$ cat config.mk
export PLATFORM = sky130hd
export DESIGN_NAME = grid_io_cfg_tile
export DESIGN_NICKNAME = d
export VERILOG_FILES = /design/src/rtl/grid_io_pkg.sv /design/src/rtl/grid_io_pad_cell.sv /design/src/rtl/grid_io_cfg_tile.sv
export SDC_FILE = /design/constraint.sdc
export NUM_CORES = 1
export LEC_CHECK = 0
export ABC_CLOCK_PERIOD_IN_PS = 1650
export CAP_MARGIN = 10
export CORE_MARGIN = 10
export CORE_UTILIZATION = 30
export DETAILED_ROUTE_END_ITERATION = 12
export SKIP_LAST_GASP = 1
export SLEW_MARGIN = 20
export SYNTH_ARGS = -nofsm -noshare
export SYNTH_HDL_FRONTEND = slang
export SYNTH_SLANG_ARGS = --single-unit
$ cat constraint.sdc
create_clock -name prog_clk -period 1.65 [get_ports prog_clk]
set_input_delay 0.33 -clock prog_clk [delete_from_list [all_inputs] [get_ports prog_clk]]
set_output_delay 0.33 -clock prog_clk [all_outputs]
set_load 0.03 [all_outputs]
$ cat src/rtl/grid_io_pkg.sv
// Shared constants and the per-pad config record for the IO grid tile.
package grid_io_pkg;

    localparam int CFG_BITS_PER_PAD = 2;
    localparam int OE_BIT           = 0;
    localparam int IREG_BIT         = 1;

    // Field order matches the chain layout: bit 0 = oe, bit 1 = ireg.
    typedef struct packed {
        logic ireg;
        logic oe;
    } pad_cfg_t;

endpackage

$ cat src/rtl/grid_io_pad_cell.sv
// One IO pad: output drive gating, input sampling register and input mux.
module grid_io_pad_cell
    import grid_io_pkg::*;
(
    input  logic     prog_clk,
    input  logic     prog_reset,
    input  pad_cfg_t cfg,
    input  logic     outpad,
    input  logic     pad_in,
    output logic     pad_out,
    output logic     pad_oe,
    output logic     inpad
);

    logic in_q;

    // Pad input is sampled every edge regardless of mode, so switching to
    // registered mode never exposes a stale value.
    always_ff @(posedge prog_clk) begin
        if (prog_reset) in_q <= 1'b0;
        else            in_q <= pad_in;
    end

    // Output pads read back 0 to the fabric; inputs pick registered or direct.
    always_comb begin
        pad_oe  = cfg.oe;
        pad_out = cfg.oe & outpad;
        inpad   = 1'b0;
        if (!cfg.oe) inpad = cfg.ireg ? in_q : pad_in;
    end

endmodule

$ cat src/rtl/grid_io_cfg_tile.sv
// IO grid tile: serial config chain with shadow/active split plus NUM_PADS pads.
module grid_io_cfg_tile
    import grid_io_pkg::*;
#(
    parameter int NUM_PADS = 8
) (
    input  logic                prog_clk,
    input  logic                prog_reset,
    input  logic                ccff_head,
    input  logic                ccff_en,
    input  logic                cfg_commit,
    output logic                ccff_tail,
    output logic                cfg_done,
    output logic                cfg_err,
    input  logic [NUM_PADS-1:0] outpad,
    output logic [NUM_PADS-1:0] inpad,
    input  logic [NUM_PADS-1:0] pad_in,
    output logic [NUM_PADS-1:0] pad_out,
    output logic [NUM_PADS-1:0] pad_oe
);

    localparam int CHAIN_LEN = CFG_BITS_PER_PAD * NUM_PADS;
    // Counter must reach CHAIN_LEN+1 to flag an over-shift.
    localparam int CNT_W     = $clog2(CHAIN_LEN + 2);
    localparam logic [CNT_W-1:0] CNT_FULL = CNT_W'(CHAIN_LEN);
    localparam logic [CNT_W-1:0] CNT_OVER = CNT_W'(CHAIN_LEN + 1);

    logic [CHAIN_LEN-1:0] shadow_q;
    logic [CHAIN_LEN-1:0] active_q;
    logic [CNT_W-1:0]     cnt_q;
    logic                 err_q;
    logic                 commit_ok;

    assign cfg_done  = (cnt_q == CNT_FULL);
    assign commit_ok = cfg_commit & cfg_done & ~ccff_en;
    assign ccff_tail = shadow_q[CHAIN_LEN-1];
    assign cfg_err   = err_q;

    // Shadow chain shifts toward the tail; holds when not enabled.
    always_ff @(posedge prog_clk) begin
        if (prog_reset)   shadow_q <= '0;
        else if (ccff_en) shadow_q <= {shadow_q[CHAIN_LEN-2:0], ccff_head};
    end

    // Shift counter: saturates one past full so over-shifting drops cfg_done.
    always_ff @(posedge prog_clk) begin
        if (prog_reset)                      cnt_q <= '0;
        else if (commit_ok)                  cnt_q <= '0;
        else if (ccff_en && cnt_q != CNT_OVER) cnt_q <= cnt_q + 1'b1;
    end

    // Active config only moves on an accepted commit, so pads stay quiet while shifting.
    always_ff @(posedge prog_clk) begin
        if (prog_reset)     active_q <= '0;
        else if (commit_ok) active_q <= shadow_q;
    end

    // Any commit attempt that is not accepted latches the error until reset.
    always_ff @(posedge prog_clk) begin
        if (prog_reset)                   err_q <= 1'b0;
        else if (cfg_commit && !commit_ok) err_q <= 1'b1;
    end

    for (genvar i = 0; i < NUM_PADS; i++) begin : g_pad
        grid_io_pad_cell u_pad (
            .prog_clk   (prog_clk),
            .prog_reset (prog_reset),
            .cfg        (pad_cfg_t'(active_q[CFG_BITS_PER_PAD*i +: CFG_BITS_PER_PAD])),
            .outpad     (outpad[i]),
            .pad_in     (pad_in[i]),
            .pad_out    (pad_out[i]),
            .pad_oe     (pad_oe[i]),
            .inpad      (inpad[i])
        );
    end

endmodule

==> results of run 1 <==
power groups by stage:
| stage | logic (mW) | registers [mW] | clock network [mW] |
|---|---|---|---|
| 6_report | 0.213 | 1.14 | 0.823 |
| 2_1_floorplan | 0.115 | 1.16 | 0 |
| 3_3_place_gp | 0.200 | 1.16 | 0 |
| 5_1_grt | 0.231 | 1.14 | 0.902 |
| 3_5_place_dp | 0.201 | 1.16 | 0 |
| 4_1_cts | 0.202 | 1.14 | 0.859 |
state kept, by name (all words and copies together), names as in the netlist:
name,cells
shadow_q,16
active_q,16
g_pad.u_pad.in_q,8
cfg_err,1
cnt_q,5
metrics by stage:
stage	setup slack (ps)	cell area [sq um]	instances
final	91.6	2580	341
after global placement	62.7	2420	327
after floorplan	257	2050	226
after global routing	29.3	2580	341
after CTS	15.9	2540	338
after detailed placement	16.1	2420	327
worst max-delay path, delay by kind of cell, from the launching register on:
family | cells | cell delay [ps]
and+or+nand+nor | 1 | 130
adders and majority gates | 1 | 180
buffers and inverters | 3 | 280
DFF | 1 | 350
cell usage in the layout (no fill, tap or decap), types with 2 or more instances in the layout:
master	count
mux2i_1	24
o21ai_0	9
a21oi_1	19
nand3_1	18
inv_2	2
o21ai_1	10
dfxtp_2	2
nor2b_1	9
nor2_1	26
dlygate4sd2_1	10
clkbuf_8	5
inv_1	2
nand4_1	2
clkdlybuf4s50_1	20
ha_1	2
dfxtp_1	44
buf_4	34
and2_1	8
xor2_1	2
kinds of logic after synthesis:
| family | share of synthesized area (%) |
|---|---|
| adders and majority gates | 1.83 |
| and+or+nand+nor | 17.0 |
| muxes | 11.7 |
| DFF | 44.9 |
| buffers and inverters | 13.3 |
| xor gates and xnor gates | 0.855 |
| AOI/OAI and AO/OA | 10.4 |
how the worst max path moves through the flow:
stage               startpoint       end  slack, ps  cells past startpoint
CTS                   cnt_q[1]  cfg_done         20                      5
finish                cnt_q[1]  cfg_done         90                      5
global placement       ccff_en  cnt_q[4]         60                      5
floorplan             cnt_q[0]  cfg_done        260                      6
global route          cnt_q[1]  cfg_done         30                      5
detailed placement     ccff_en  cnt_q[2]         20                      4
timing repair:
item                                    CTS  global route
gates cloned                              0             0
endpoints found under the setup margin   11            19
endpoints found under the hold margin     0             0
buffers inserted                          3             3
gates resized for setup                  12            14
final cells by class:
class / instances / area (sq um)
well taps: 80 / 100
fillers: 685 / 4140
inverters: 5 / 21.3
flip-flops and latches: 46 / 923
repair buffers: 65 / 554
multi-input cells: 137 / 875
clock inverters: 2 / 37.5
clock buffers: 6 / 72.6
per-layer routing:
layer / up-vias / wire, um / track usage [%]
li1: 805 / - / -
met1: 714 / 2110 / 11.0
met2: 35 / 1940 / 12.9
met3: 5 / 341 / 3.22
met4: 0 / 44 / 2.71
met5: - / 0 / 0
==> run metrics, run 1 <==
async set-reset flop share out of synthesis=0%; residual DRC count=0; Die X=between 100 and 150 um; Synth top cells by count=dfxtp_1 (46), nor2_1 (26), buf_4 (25), mux2i_1 (24), a21oi_1 (19); nets=between 200 and 300; post-layout minimum cycle time=approximately 1600 ps; CTS buffer count=5; TritonRoute pass-1 iters=4; combinational group share of total power=under 10%; post-route ant nets=0; GRT overflow=0; Core ar.=around 6700 sq um; largest net degree at the start of global routing=19; Crit-path slowest cell=dfxtp_2; hold path start=cfg_err; #FFs+latches synth=46; via count=1559; PwrDens=around 840 nW/um^2; post-synthesis net count=250; CTS Sinks=46; antenna fix cells=0; overall power=roughly 2.2 mW; mean area per synthesized cell=9.07 sq um; gr usage total=8.56%; CTS tree=done; most frequent cell after synthesis=dfxtp_1; RePlAce Congestion=0.754; vias per std cell=4.57; worst skew pair latency=just under 300 ps; clk slew on worst S/H paths=90 ps; Tcrit/Tclk final=between 90% and 100%; CP peak stage delay=about 350 ps; Rel. slew slack=between 70% and 80%; internal power=between 1.5 and 2 mW; post-route clock skew=9.37 ps; Crit Reg-Reg Startpoint=cnt_q[1]; RSZ-0062 raised after global routing=no; first-pass GRT wire length=between 7000 and 8000 um; top post-synthesis cells by area=dfxtp_1 (45%), mux2i_1 (12%), buf_4 (9.2%); cell type with the largest total area after synthesis=dfxtp_1; R2R cell count=8; crit end category=primary output; register area share after synthesis=approximately 45%; Final Setup Violations=0; # Max-Cap Violations=0; FF-to-FF End=cfg_err; setup TNS=0 ps; status=finished, final reports clean; dominant synthesized flop cell=dfxtp_1; share of cells above drive strength 1=19.2%; r2r setup slk=about 100 ps; fmax=roughly 0.64 GHz; worst ir drop on vdd=roughly 0.47 mV; worst-margin pin slew=about 310 ps; total wire length=roughly 4400 um; initial drt markers=74; initial antenna violation count=0; CP required=1320 ps; critical path cell sequence=inv_2 > ha_2 > nand4bb_4 > inv_4 > buf_6; clock group share of total power=roughly 38%; Root Driver=clkbuf_8; area grow syn2layout=26.1%; FP Rows=30; Initial Utilization=between 30% and 40%; Leakage=between 1 and 1.5 nW; WS Path Type=reg -> out; Mapped Area=around 2000 sq um; hpwl dp=roughly 3200 um; crit path DAT=1230 ps; Ports=between 40 and 50; Worst Path Max Fanout=4; Fin. Hold Viols=0; worst hold-check path type=reg -> reg; Post-Syn Instances=226; sw power=approximately 490 uW; Sw Share=between 20% and 30%; H-tree depth=2; Die H=103 um; hold endpoint=cfg_err; number of global-route vias before repair=between 1000 and 1500; Post-CTS Hold Buffers=0; sequential power share=a little over half; CTS Buffer Depth=2; Hold Crit Depth=2; Worst Setup Start Kind=flip-flop; final core occ=slightly below 40%; yosys synthesis warning count=0; die area=between 10000 and 15000 sq um; final slew viol count=0; post-synth top area share=between 40% and 50%; hold_ws=approximately 450 ps; Synth cell types=25; DR WL/cell=between 10 and 15 um; PortBufs=47; number of enable flip-flop cells after synthesis=0
No activity file was read; power rests on OpenSTA's default activity.
==> run 2: changes to the inputs <==
- CELL_PAD_IN_SITES_DETAIL_PLACEMENT: not set -> 1
- CELL_PAD_IN_SITES_GLOBAL_PLACEMENT: not set -> 1
- PLACE_DENSITY_LB_ADDON: not set -> 0.1
- TNS_END_PERCENT: not set -> 5
==> run 2 against run 1 <==
Against the previous run: the flow now finishes with violations (negative setup slack); highest routed layer unchanged; critical endpoint is now ccff_tail; core utilization fell by 0.61 points; non-clock buffer count is 8 lower; final cell count decreased by 2.3%; largest cell class unchanged; worst setup slack got worse by 150 ps; combinational power shrank 6%; sequential cell count unchanged; maximum frequency fell by 8.5%; hold slack better by 15 ps; first-iteration DRC count decreased by 28%; clock skew down 4.2 ps.
==> run metrics, run 2 (synthesized netlist as in run 1, its figures left out) <==
nets=276 (-2.8%); failing checks=negative setup slack; worst ir drop on vdd=0.318 mV (-32%); fmax=0.587 GHz (-8.5%); FP Rows=30 (unchanged); RSZ-0062 raised after global routing=yes; crit end category=primary output; fin cells=333 (-2.3%); r2r setup slk=140 ps (+40 ps); CP required=1320 ps (about the same); Crit path buffers/inverters=1 (-2); internal power=1.68 mW (-0.45%); sequential power share=52.1% (-0.3 points); post-route clock skew=5.18 ps (-4.19 ps); worst-margin pin slew=329 ps (+15.7 ps); CTS tree=done; hpwl dp=3290 um (+3.3%); largest net degree at the start of global routing=42 (+23); Crit-path slowest cell=clkdlybuf4s50_1; RePlAce Congestion=0.708 (-6.1%); # Max-Cap Violations=0 (unchanged); most common cell after layout, fill and taps aside=dfxtp_1; DR WL/cell=13.8 um (+6.1%); Ports=48 (unchanged); residual DRC count=0 (unchanged); GRT overflow=0 (unchanged); largest registers=active_q (16), shadow_q (16), g_pad.u_pad.in_q (8); Leakage=1.01 nW (-4.8%); H-tree depth=2 (unchanged); PortBufs=47 (unchanged); vias per std cell=4.64 (+1.5%); Fin. Hold Viols=0 (unchanged); Die H=103 um (unchanged); number of global-route vias before repair=1564 (+4.3%); post-layout minimum cycle time=1700 ps (+145 ps); initial drt markers=53 (-28%); FILL cells=777 (+13%); final slew viol count=0 (unchanged); Core ar.=6720 sq um (unchanged); CTS Buffer Depth=2 (unchanged); share of cells above drive strength 1=15.0% (-4.1 points); initial antenna violation count=0 (unchanged); critical path cell sequence=clkdlybuf4s50_1; Initial Utilization=30.5% (unchanged); Final Cell Area=2540 sq um (-1.6%); placed cell area=2410 sq um (-0.21%); worst skew pair latency=300 ps (about the same); most frequent cells in the layout=dfxtp_1 (45), clkdlybuf4s50_1 (28), nor2_1 (26); area grow syn2layout=24.1%; Final Setup Violations=8 (+8); clock group share of total power=38.8% (+0.9 points); Worst Setup Start Kind=flip-flop; CP peak stage delay=700 ps (+350 ps); Root Driver=clkbuf_8; cell family with most CP delay=buffers and inverters; PwrDens=861 nW/um^2 (+2.2%); clk slew on worst S/H paths=90 ps (about the same); post-route ant nets=0 (unchanged); total wire length=4600 um (+3.7%); dpl cells=323 (-1.2%); combinational group share of total power=9.2% (-0.6 points); die area=10500 sq um (unchanged); Tcrit/Tclk final=103% (+8.8 points); Rel. slew slack=78.0% (-1.2 points); Die X=103 um (unchanged); TritonRoute pass-1 iters=4 (unchanged); antenna fix cells=0 (unchanged); gr usage total=8.93% (+0.37 points); first-pass GRT wire length=7570 um (+3.8%); crit path DAT=1370 ps (+140 ps); overall power=2.19 mW (+0.61%); sw power=508 uW (+4.3%); status=finished, violations left; worst hold-check path type=reg -> reg; WS Path Type=reg -> out; slack of the critical path=-53.8 ps (-145 ps); via count=1545 (-0.90%); CTS buffer count=5 (unchanged); setup TNS=-283 ps (-283 ps); Sw Share=23.2% (+0.82 points); CTS Sinks=46 (unchanged); Worst Path Max Fanout=3 (-1)
[run 2: layout make-up]
| cell class | count | area (sq um) | share of cell area [%] |
|---|---|---|---|
| Tap cell | 80 | 100 | 3.94 |
| Clock inverter | 3 | 45.0 | 1.77 |
| Timing Repair Buffer | 57 | 529 | 20.8 |
| Clock buffer | 5 | 68.8 | 2.71 |
| Multi-Input combinational cell | 137 | 856 | 33.7 |
| Inverter | 5 | 21.3 | 0.837 |
| Sequential cell | 46 | 922 | 36.3 |
[run 2: power by group through the flow]
stage          clock [mW]  combinational [mW]  sequential [mW]
2_1_floorplan           0               0.115             1.16
3_3_place_gp            0               0.203             1.16
3_5_place_dp            0               0.205             1.16
4_1_cts             0.883               0.206             1.14
5_1_grt             0.917               0.221             1.14
6_report            0.849               0.200             1.14
[run 2: path summary, 6_finish.rpt]
path                 from            to  depth (start not counted)
max          shadow_q[15]     ccff_tail                          1
min               cfg_err       cfg_err                          2
max reg2reg      cnt_q[0]  active_q[10]                          7
min reg2reg       cfg_err       cfg_err                          2
[run 2: metal layers]
layer	global-route usage, %	part of all wire (%)	vias up
met5	0	0	-
met4	3.25	1.3	0
met3	4.16	9.7	4
met2	13.7	42	37
met1	10.7	47	714
li1	-	-	790
[run 2: what timing repair did]
action                     in CTS  in global routing
resized for setup               2                  1
setup endpoints to repair      11                 10
hold buffers                    0                  0
buffers inserted                0                  2
[run 2: per-stage QoR]
| stage | worst slack, ps | hold slack, ps | utilization (%) |
|---|---|---|---|
| after detailed placement | 30.2 | 456 | 35.9 |
| after global routing | -126 | 485 | 37.8 |
| after CTS | -74.1 | 473 | 37.6 |
| final | -53.8 | 463 | 37.8 |
| after floorplan | 257 | 456 | - |
| after global placement | 96.0 | 436 | 35.9 |
==> run 3: changes to the inputs <==
- CORE_UTILIZATION: 30 -> 37
==> run 3 against run 2 <==
Against the previous run: worst setup slack gained 19 ps; total power grew 7.7%; die area shrank 15%; clock skew grew 4.1 ps; count of clock-buffer cells in the layout grew 1; highest routed layer unchanged; the flow still finishes with violations (negative setup slack); final cell count shrank 1.8%.
==> run metrics, run 3 (synthesized netlist as in run 1, its figures left out) <==
FP Rows=27 (-10%); Post-CTS Hold Buffers=0 (unchanged); Worst Path Max Fanout=4 (+1); FILL cells=634 (-18%); TritonRoute pass-1 iters=4 (unchanged); H-tree depth=2 (unchanged); area grow syn2layout=24.5%; worst skew pair latency=290 ps (about the same); PwrDens=924 nW/um^2 (+7.4%); CP peak stage delay=690 ps (about the same); Crit path buffers/inverters=1 (unchanged); WS Path Type=reg -> out; placed cell area=2400 sq um (-0.52%); worst ir drop on vdd=0.784 mV (+150%); Fin. Hold Viols=0 (unchanged); post-route ant nets=0 (unchanged); vias per std cell=4.84 (+4.4%); nets=278 (+0.72%); critical path cell sequence=clkdlybuf4s50_1; CTS buffer count=5 (unchanged); Root Driver=clkbuf_8; initial antenna violation count=0 (unchanged); r2r setup slk=40 ps (-100 ps); CP required=1320 ps (about the same); setup TNS=-162 ps (+121 ps); post-layout minimum cycle time=1690 ps (-18.6 ps); DR WL/cell=13.9 um (+0.86%); worst-margin pin slew=322 ps (-7.19 ps); CTS Sinks=46 (unchanged); post-route clock skew=9.24 ps (+4.06 ps); most common cell after layout, fill and taps aside=dfxtp_1; Final Cell Area=2550 sq um (+0.34%); Die H=94.4 um (-8.0%); CTS Buffer Depth=2 (unchanged); via count=1584 (+2.5%); gr usage total=10.3% (+1.4 points); RSZ-0062 raised after global routing=yes; # Max-Cap Violations=0 (unchanged); RePlAce Congestion=0.759 (+7.2%); largest net degree at the start of global routing=25 (-40%); first-pass GRT wire length=7470 um (-1.3%); number of global-route vias before repair=1587 (+1.5%); crit end category=primary output; Core ar.=5440 sq um (-19%); Ports=48 (unchanged); Leakage=1.03 nW (+2.1%); total wire length=4550 um (-0.96%); fin cells=327 (-1.8%); largest registers=active_q (16), shadow_q (16), g_pad.u_pad.in_q (8); clk slew on worst S/H paths=90 ps (about the same); die area=8920 sq um (-15%); Initial Utilization=37.7% (+7.2 points); Seq. cell area=922 sq um (unchanged); PortBufs=47 (unchanged); Worst Setup Start Kind=flip-flop; status=finished, violations left; CTS tree=done; initial drt markers=23 (-57%); Rel. slew slack=78.5% (+0.48 points); GRT overflow=0 (unchanged); residual DRC count=0 (unchanged); hold_ws=453 ps (-10.7 ps); antenna fix cells=0 (unchanged); Die X=94.4 um (-8.0%); dpl cells=318 (-1.5%); final slew viol count=0 (unchanged); worst hold-check path type=reg -> reg; failing checks=negative setup slack; slack of the critical path=-35.2 ps (+18.6 ps); most frequent cells in the layout=dfxtp_1 (45), buf_4 (29), clkdlybuf4s50_1 (28); fmax=0.593 GHz (+1.1%); Final Setup Violations=8 (unchanged); Crit-path slowest cell=clkdlybuf4s50_1; area of the multi-input gates=856 sq um (unchanged); cell family with most CP delay=buffers and inverters; share of cells above drive strength 1=15.7% (+0.67 points); crit path DAT=1360 ps (about the same); post-place setup slack=19.7 ps (-10.4 ps); hpwl dp=3340 um (+1.4%); Tcrit/Tclk final=102% (-1.1 points)
-- run 3: through the flow --
stage / util, % / power (mW)
floorplan: - / 1.28
global placement: 44.1 / 1.36
detailed placement: 44.1 / 1.37
CTS: 46.9 / 2.39
global route: 46.9 / 2.46
finish: 46.9 / 2.36
-- run 3: final timing paths --
check | from | endpoint | cells past startpoint
worst max register to register | cnt_q[1] | cnt_q[2] | 7
worst min-delay path | cfg_err | cfg_err | 2
worst min register to register | cfg_err | cfg_err | 2
worst max-delay path | active_q[14] | pad_oe[7] | 1
-- run 3: cell type report --
| class | instances | share of cell area [%] |
|---|---|---|
| well taps | 72 | 3.53 |
| repair buffers | 59 | 20.4 |
| clock inverters | 2 | 2.35 |
| multi-input cells | 137 | 33.5 |
| clock buffers | 6 | 3.24 |
| flip-flops and latches | 46 | 36.1 |
| inverters | 5 | 0.834 |
-- run 3: power by group --
group | internal, mW | switching [mW] | total, mW
combinational | 0.0988 | 0.0991 | 0.198
clock | 0.646 | 0.376 | 1.02
sequential | 1.13 | 0.00974 | 1.14
-- run 3: timing repair --
action / in CTS / in global routing
endpoints found under the setup margin: 11 / 11
setup buffers: 1 / 0
gates resized for setup: 2 / 1
-- run 3: routing by layer --
| metal | global-route usage, % | vias to the layer above | share of wire [%] |
|---|---|---|---|
| met5 | 0 | - | 0 |
| met4 | 3.04 | 0 | 0.66 |
| met3 | 3.65 | 2 | 5.9 |
| met2 | 17.7 | 26 | 50 |
| met1 | 11.8 | 761 | 43 |
| li1 | - | 795 | - |
